`config.mk`:
```
export PLATFORM = sky130hd
export DESIGN_NAME = expr_result_misr_flat
export DESIGN_NICKNAME = d
export VERILOG_FILES = /design/src/rtl/expr_hammer_pkg.sv /design/src/rtl/expr_result_misr_if.sv /design/src/rtl/expr_misr_step.sv /design/src/rtl/expr_result_misr.sv /design/src/flat_wrapper.sv
export SDC_FILE = /design/constraint.sdc
export NUM_CORES = 1
export LEC_CHECK = 0
export CAP_MARGIN = 20
export CORE_ASPECT_RATIO = 1.4
export CORE_UTILIZATION = 51
export DETAILED_ROUTE_END_ITERATION = 16
export PLACE_DENSITY = 0.87
export SETUP_SLACK_MARGIN = 0.1
export SYNTH_ARGS = -nofsm -noshare
export SYNTH_HDL_FRONTEND = slang
export SYNTH_SLANG_ARGS = --single-unit
```
`constraint.sdc`:
```
create_clock -name clk -period 2.4 [get_ports clk]
set_input_delay 0.72 -clock clk [delete_from_list [all_inputs] [get_ports clk]]
set_output_delay 0.72 -clock clk [all_outputs]
set_load 0.005 [all_outputs]
```
`src/rtl/expr_hammer_pkg.sv`:
```
// expr_hammer_pkg: shared result-bus geometry, MISR polynomial and FSM state codes
// Contents: RESULT_W, y0..y17 field geometry (y0 in the MSBs), default SIG_POLY, ST_* state constants.
package expr_hammer_pkg;

    localparam int RESULT_W = 90;
    localparam int Y_N      = 18;
    localparam int Y_W      = RESULT_W / Y_N;

    localparam logic [RESULT_W-1:0] SIG_POLY = 90'h41;

    localparam logic [1:0] ST_IDLE = 2'd0;
    localparam logic [1:0] ST_RUN  = 2'd1;
    localparam logic [1:0] ST_DONE = 2'd2;

    // LSB offset of field y<i>; y0 occupies the top bits of the bus
    function automatic int y_lsb(input int i);
        return RESULT_W - Y_W * (i + 1);
    endfunction

endpackage

```
`src/rtl/expr_result_misr_if.sv`:
```
// expr_result_misr_if: valid/ready result-beat channel feeding the MISR
// Signals: in_valid (beat present), in_ready (beat accepted this cycle), in_data (packed {y0..y17}).
// Modports: master drives valid/data, slave drives ready.
interface expr_result_misr_if #(
    parameter int DATA_W = expr_hammer_pkg::RESULT_W
);
    logic              in_valid;
    logic              in_ready;
    logic [DATA_W-1:0] in_data;

    modport master (output in_valid, output in_data, input in_ready);
    modport slave  (input in_valid, input in_data, output in_ready);
endinterface

```
`src/rtl/expr_misr_step.sv`:
```
// expr_misr_step: combinational next-state of a Galois-style MISR absorbing one data word
// Ports: sig_i (current signature), data_i (word to absorb), sig_o (next signature).
module expr_misr_step #(
    parameter int                DATA_W = expr_hammer_pkg::RESULT_W,
    parameter logic [DATA_W-1:0] POLY   = expr_hammer_pkg::SIG_POLY
) (
    input  logic [DATA_W-1:0] sig_i,
    input  logic [DATA_W-1:0] data_i,
    output logic [DATA_W-1:0] sig_o
);

    assign sig_o = {sig_i[DATA_W-2:0], 1'b0} ^ (sig_i[DATA_W-1] ? POLY : '0) ^ data_i;

endmodule

```
`src/rtl/expr_result_misr.sv`:
```
// expr_result_misr: compresses a run of result beats into a MISR signature and checks its 32-bit fold
// Ports: clk, rst_n (async, active-low); start pulse with num_beats/exp_sig sampled on it;
//        bus (slave side of the valid/ready result channel); done, sig_out, pass, beat_cnt status.
module expr_result_misr #(
    parameter int                DATA_W   = expr_hammer_pkg::RESULT_W,
    parameter logic [DATA_W-1:0] SIG_POLY = expr_hammer_pkg::SIG_POLY,
    parameter int                CNT_W    = 16
) (
    input  logic                     clk,
    input  logic                     rst_n,
    input  logic                     start,
    input  logic [CNT_W-1:0]         num_beats,
    input  logic [31:0]              exp_sig,
    expr_result_misr_if.slave        bus,
    output logic                     done,
    output logic [31:0]              sig_out,
    output logic                     pass,
    output logic [CNT_W-1:0]         beat_cnt
);
    import expr_hammer_pkg::*;

    logic [1:0]        state_q, state_d;
    logic [DATA_W-1:0] sig_q, sig_d, sig_step;
    logic [CNT_W-1:0]  cnt_q, cnt_d, nb_q, nb_d;
    logic [31:0]       exp_q, exp_d, fold;
    logic [95:0]       sig_ext;

    expr_misr_step #(.DATA_W(DATA_W), .POLY(SIG_POLY)) u_step (
        .sig_i  (sig_q),
        .data_i (bus.in_data),
        .sig_o  (sig_step)
    );

    assign bus.in_ready = state_q == ST_RUN;

    // signature zero-extended to three 32-bit chunks, then XOR-folded
    assign sig_ext  = 96'(sig_q);
    assign fold     = sig_ext[31:0] ^ sig_ext[63:32] ^ sig_ext[95:64];
    assign done     = state_q == ST_DONE;
    assign sig_out  = done ? fold : '0;
    assign pass     = done && (fold == exp_q);
    assign beat_cnt = cnt_q;

    // start wins over a concurrent beat, so an in-flight beat is dropped on restart
    always_comb begin
        state_d = state_q;
        sig_d   = sig_q;
        cnt_d   = cnt_q;
        nb_d    = nb_q;
        exp_d   = exp_q;
        if (start) begin
            state_d = (num_beats == '0) ? ST_DONE : ST_RUN;
            sig_d   = '0;
            cnt_d   = '0;
            nb_d    = num_beats;
            exp_d   = exp_sig;
        end else if (bus.in_ready && bus.in_valid) begin
            sig_d   = sig_step;
            cnt_d   = cnt_q + 1'b1;
            state_d = (cnt_q + 1'b1 == nb_q) ? ST_DONE : ST_RUN;
        end
    end

    always_ff @(posedge clk or negedge rst_n) begin
        if (!rst_n) begin
            state_q <= ST_IDLE;
            sig_q   <= '0;
            cnt_q   <= '0;
            nb_q    <= '0;
            exp_q   <= '0;
        end else begin
            state_q <= state_d;
            sig_q   <= sig_d;
            cnt_q   <= cnt_d;
            nb_q    <= nb_d;
            exp_q   <= exp_d;
        end
    end

endmodule
```
`src/flat_wrapper.sv`:
```
// flat-port wrapper written by rule: the top's interface ports become plain ports
module expr_result_misr_flat import expr_hammer_pkg::*;
#(
    parameter int                DATA_W   = expr_hammer_pkg::RESULT_W,
    parameter logic [DATA_W-1:0] SIG_POLY = expr_hammer_pkg::SIG_POLY,
    parameter int                CNT_W    = 16
)
  (clk, rst_n, start, num_beats, exp_sig, done, sig_out, pass, beat_cnt, bus_in_valid, bus_in_data, bus_in_ready);
  expr_result_misr_if #(.DATA_W(DATA_W)) bus_i ();
  input  logic clk;
  input  logic rst_n;
  input  logic start;
  input  logic [CNT_W-1:0] num_beats;
  input  logic [31:0] exp_sig;
  output logic done;
  output logic [31:0] sig_out;
  output logic pass;
  output logic [CNT_W-1:0] beat_cnt;
  input wire logic [$bits(bus_i.in_valid)-1:0] bus_in_valid;
  input wire logic [$bits(bus_i.in_data)-1:0] bus_in_data;
  output wire logic [$bits(bus_i.in_ready)-1:0] bus_in_ready;
  assign bus_i.in_valid = bus_in_valid;
  assign bus_i.in_data = bus_in_data;
  assign bus_in_ready = bus_i.in_ready;
  expr_result_misr #(.DATA_W(DATA_W), .SIG_POLY(SIG_POLY), .CNT_W(CNT_W)) u_core (.clk(clk), .rst_n(rst_n), .start(start), .num_beats(num_beats), .exp_sig(exp_sig), .bus(bus_i), .done(done), .sig_out(sig_out), .pass(pass), .beat_cnt(beat_cnt));
endmodule
```
==> results.json <==
{
  "maxCapViolations": 0,
  "antenna_found_initial": 0,
  "grt.met2_usage_pct": 53.4,
  "grt_usage_pct": 30.1,
  "num_antenna_cells": 0,
  "setup_viol": 25,
  "critPathKind": "flop to output port",
  "grt_max_degree": 123,
  "met1_usage_pct": 33.8,
  "syn_area_per_cell_um2": 10.9,
  "p_leak_nw": 5.25,
  "r2r-start": "u_core.beat_cnt[1]$_DFFE_PN0P_",
  "drive_gt1_share_pct": 31.0,
  "worst_setup_path_start_kind": "flop",
  "syn2layout_area_growth_pct": 48.2,
  "rr_endpoint": "u_core.state_q[0]$_DFFE_PN0P_",
  "worstRegToRegCells": 6,
  "cpMaxStageDelayCell": "dfrtp_1",
  "status": "finished, violations left",
  "hold_buffers": 0,
  "numCtsBuffers": 17,
  "final-max-slew-violation-count": 0,
  "layout_setup_ws_ps": -705,
  "num_vias": 7375,
  "initial_core_util_pct": 52.3,
  "cp.required_ps": 1680,
  "fin_nets": 1236,
  "slowest_delay_ps": 440,
  "drtPass1Iterations": 5,
  "yosysMostFrequentCell": "xnor2_1",
  "n_fill_cell": 899,
  "first_iter_violations": 526,
  "cts_htree_levels": 4,
  "dieArea_um2": 17100,
  "design_area_um2": 12500,
  "violations": "setup timing",
  "slew-limit-headroom_pct": 57.8,
  "place_area_um2": 11400,
  "rsz0062_at_grt": "true",
  "synth-seq-cells": 156,
  "yosys_warnings": 0,
  "clk_pin_slew_ps": 60,
  "peakVddDrop_mv": 0.528,
  "period_needed_ps": 3100,
  "ctsRootBufferMaster": "clkbuf_16",
  "yosysSeqAreaShare_pct": 46.1,
  "cp.arrival_ps": 2380,
  "worstMarginPinSlew_ps": 634,
  "path_max_fanout": 2,
  "gp_congestion": 0.872,
  "synthFlopType": "dfrtp_1",
  "routed_wl_mm": 28.1,
  "die_w_um": 111,
  "synth_common_cells": "xnor2_1, dfrtp_1, nor2_1, a211oi_1, mux2_2",
  "grt_pass1_wl_mm": 39.5,
  "hold_violations": 0,
  "ant_nets": 0,
  "wl_per_cell_um": 21.5,
  "utilization_pct": 77.5,
  "dp.cells": 1242,
  "gr-total-overflow": 0,
  "hp-class": "input pin to async pin",
  "syn-instance-count": 775,
  "viasPerCell": 5.65,
  "hpwl_mm": 16.6,
  "powerDensity_nw_per_um2": 618,
  "fp.dieH_um": 154,
  "synth_enable_flop_cells": 0,
  "yosys.area.top_type": "dfrtp_1",
  "syn_area_um2": 8460,
  "async_reset_ff_share_pct": 100,
  "clock_latency_ps": 430,
  "crit_top_cell": "nor4_2",
  "clock-sinks": 156,
  "grtUsageMet3_pct": 5.76,
  "syn-num-nets": 918,
  "synth_top_area_share_pct": 46.1,
  "ios": 193,
  "cts_tree": "yes",
  "top_usage_layer": "met2",
  "hold_slack_ps": 187,
  "grt_pass1_vias": 7626,
  "path_cells": "xnor2_2 > xnor2_1 > nor4_2 > buf_4 > nand4_1 > nor4_2 > buf_2",
  "layout.cells.non_filler": 1305,
  "max_freq_mhz": 322,
  "placement.io_buffers": 192,
  "finalCritPeriodShare_pct": 129,
  "place_ws_ps": -691,
  "synth.distinct_cells": 44,
  "end_kind": "output port",
  "finClkSkew_ps": 9.95,
  "row_count": 55,
  "r2r_slack_ps": 210,
  "ctsLongestPathBuffers": 2,
  "drc": 0,
  "synthTopCellsByArea": "dfrtp_1, xnor2_1, a211oi_1, mux2_2, nor2_1",
  "coreArea_um2": 16200
}
-- state kept, by name (all words and copies together), names as in the netlist --
register,flops
u_core.sig_q,90
u_core.beat_cnt,16
u_core.nb_q,16
u_core.state_q,2
u_core.exp_q,32
-- critical path, delay by kind of cell (launching register included) --
kind	cells	cell delay, ps
and+or+nand+nor	3	760
DFF	1	440
xor gates and xnor gates	2	410
buffers and inverters	2	350
-- where the power goes --
| part | total, mW | leakage, nW | switching, mW | internal (mW) |
|---|---|---|---|---|
| combinational | 2.09 | 3.01 | 0.929 | 1.16 |
| clock | 2.63 | 0.271 | 1.12 | 1.50 |
| sequential | 3.04 | 1.97 | 0.192 | 2.84 |
| total | 7.75 | 5.25 | 2.24 | 5.50 |
-- metal layers --
metal  share of wire (%)  wire [um]  vias to the layer above
li1                    -          -                     3301
met1                  36      10100                     3629
met2                  52      14500                      341
met3                 6.3       1760                      104
met4                 5.9       1660                        0
met5                   0          0                        -
-- placed cells by master, fill, tap and decap left out, types with 11 or more instances in the layout --
| cell | synthesis | final |
|---|---|---|
| xor2_1 | 21 | 17 |
| clkdlybuf4s50_1 | 0 | 155 |
| nor2_2 | 0 | 13 |
| dfrtp_1 | 156 | 154 |
| nor2_4 | 0 | 16 |
| xnor2_1 | 160 | 150 |
| buf_2 | 12 | 24 |
| xnor3_1 | 18 | 14 |
| clkbuf_16 | 0 | 19 |
| mux2_2 | 48 | 48 |
| nand2_1 | 11 | 11 |
| a211oi_1 | 92 | 92 |
| buf_4 | 0 | 142 |
| nor2_1 | 140 | 111 |
-- cells by family (layout without fill, tap and decap cells) --
family,count (synthesis),count (layout),synth area share (%)
compound gates,111,111,9.66
buf+inv,52,383,2.59
flops,156,156,46.1
fa+ha+maj,1,1,0.148
simple gates,208,208,11.5
mux,48,48,6.39
xor+xnor,199,199,23.5
-- through the flow --
stage	TNS, ps	total power, mW
2_1_floorplan	0	3.98
3_3_place_gp	-1340	4.75
3_5_place_dp	-1660	4.81
4_1_cts	-771	7.54
5_1_grt	-3430	8.00
6_report	-2290	7.75
-- area by class of cell --
| type | instances | area (um2) | share of cell area [%] |
|---|---|---|---|
| Clock inverter | 11 | 93.8 | 0.749 |
| Multi-Input combinational cell | 567 | 4660 | 37.1 |
| Clock buffer | 21 | 470 | 3.75 |
| Sequential cell | 156 | 3910 | 31.2 |
| Inverter | 4 | 15.0 | 0.120 |
| Timing Repair Buffer | 347 | 3150 | 25.1 |
| Tap cell | 199 | 249 | 1.99 |
-- worst max-delay path by stage --
stage                                       from   end  slack (ps)  depth (start not counted)
floorplan           u_core.sig_q[52]$_DFFE_PN0P_  pass         130                          5
global placement    u_core.sig_q[32]$_DFFE_PN0P_  pass        -720                          7
detailed placement  u_core.sig_q[32]$_DFFE_PN0P_  pass        -690                          7
CTS                 u_core.sig_q[72]$_DFFE_PN0P_  pass        -720                          7
global route        u_core.sig_q[26]$_DFFE_PN0P_  pass        -830                          7
finish              u_core.sig_q[26]$_DFFE_PN0P_  pass        -700                          7
-- timing repair --
action                     4_1_cts  5_1_grt
setup buffers                   23        9
pin swaps                       34       20
setup endpoints to repair       35       33
gates cloned                     1        2
resized for setup              175       52
Note: power is estimated with default switching activity, not from simulation.
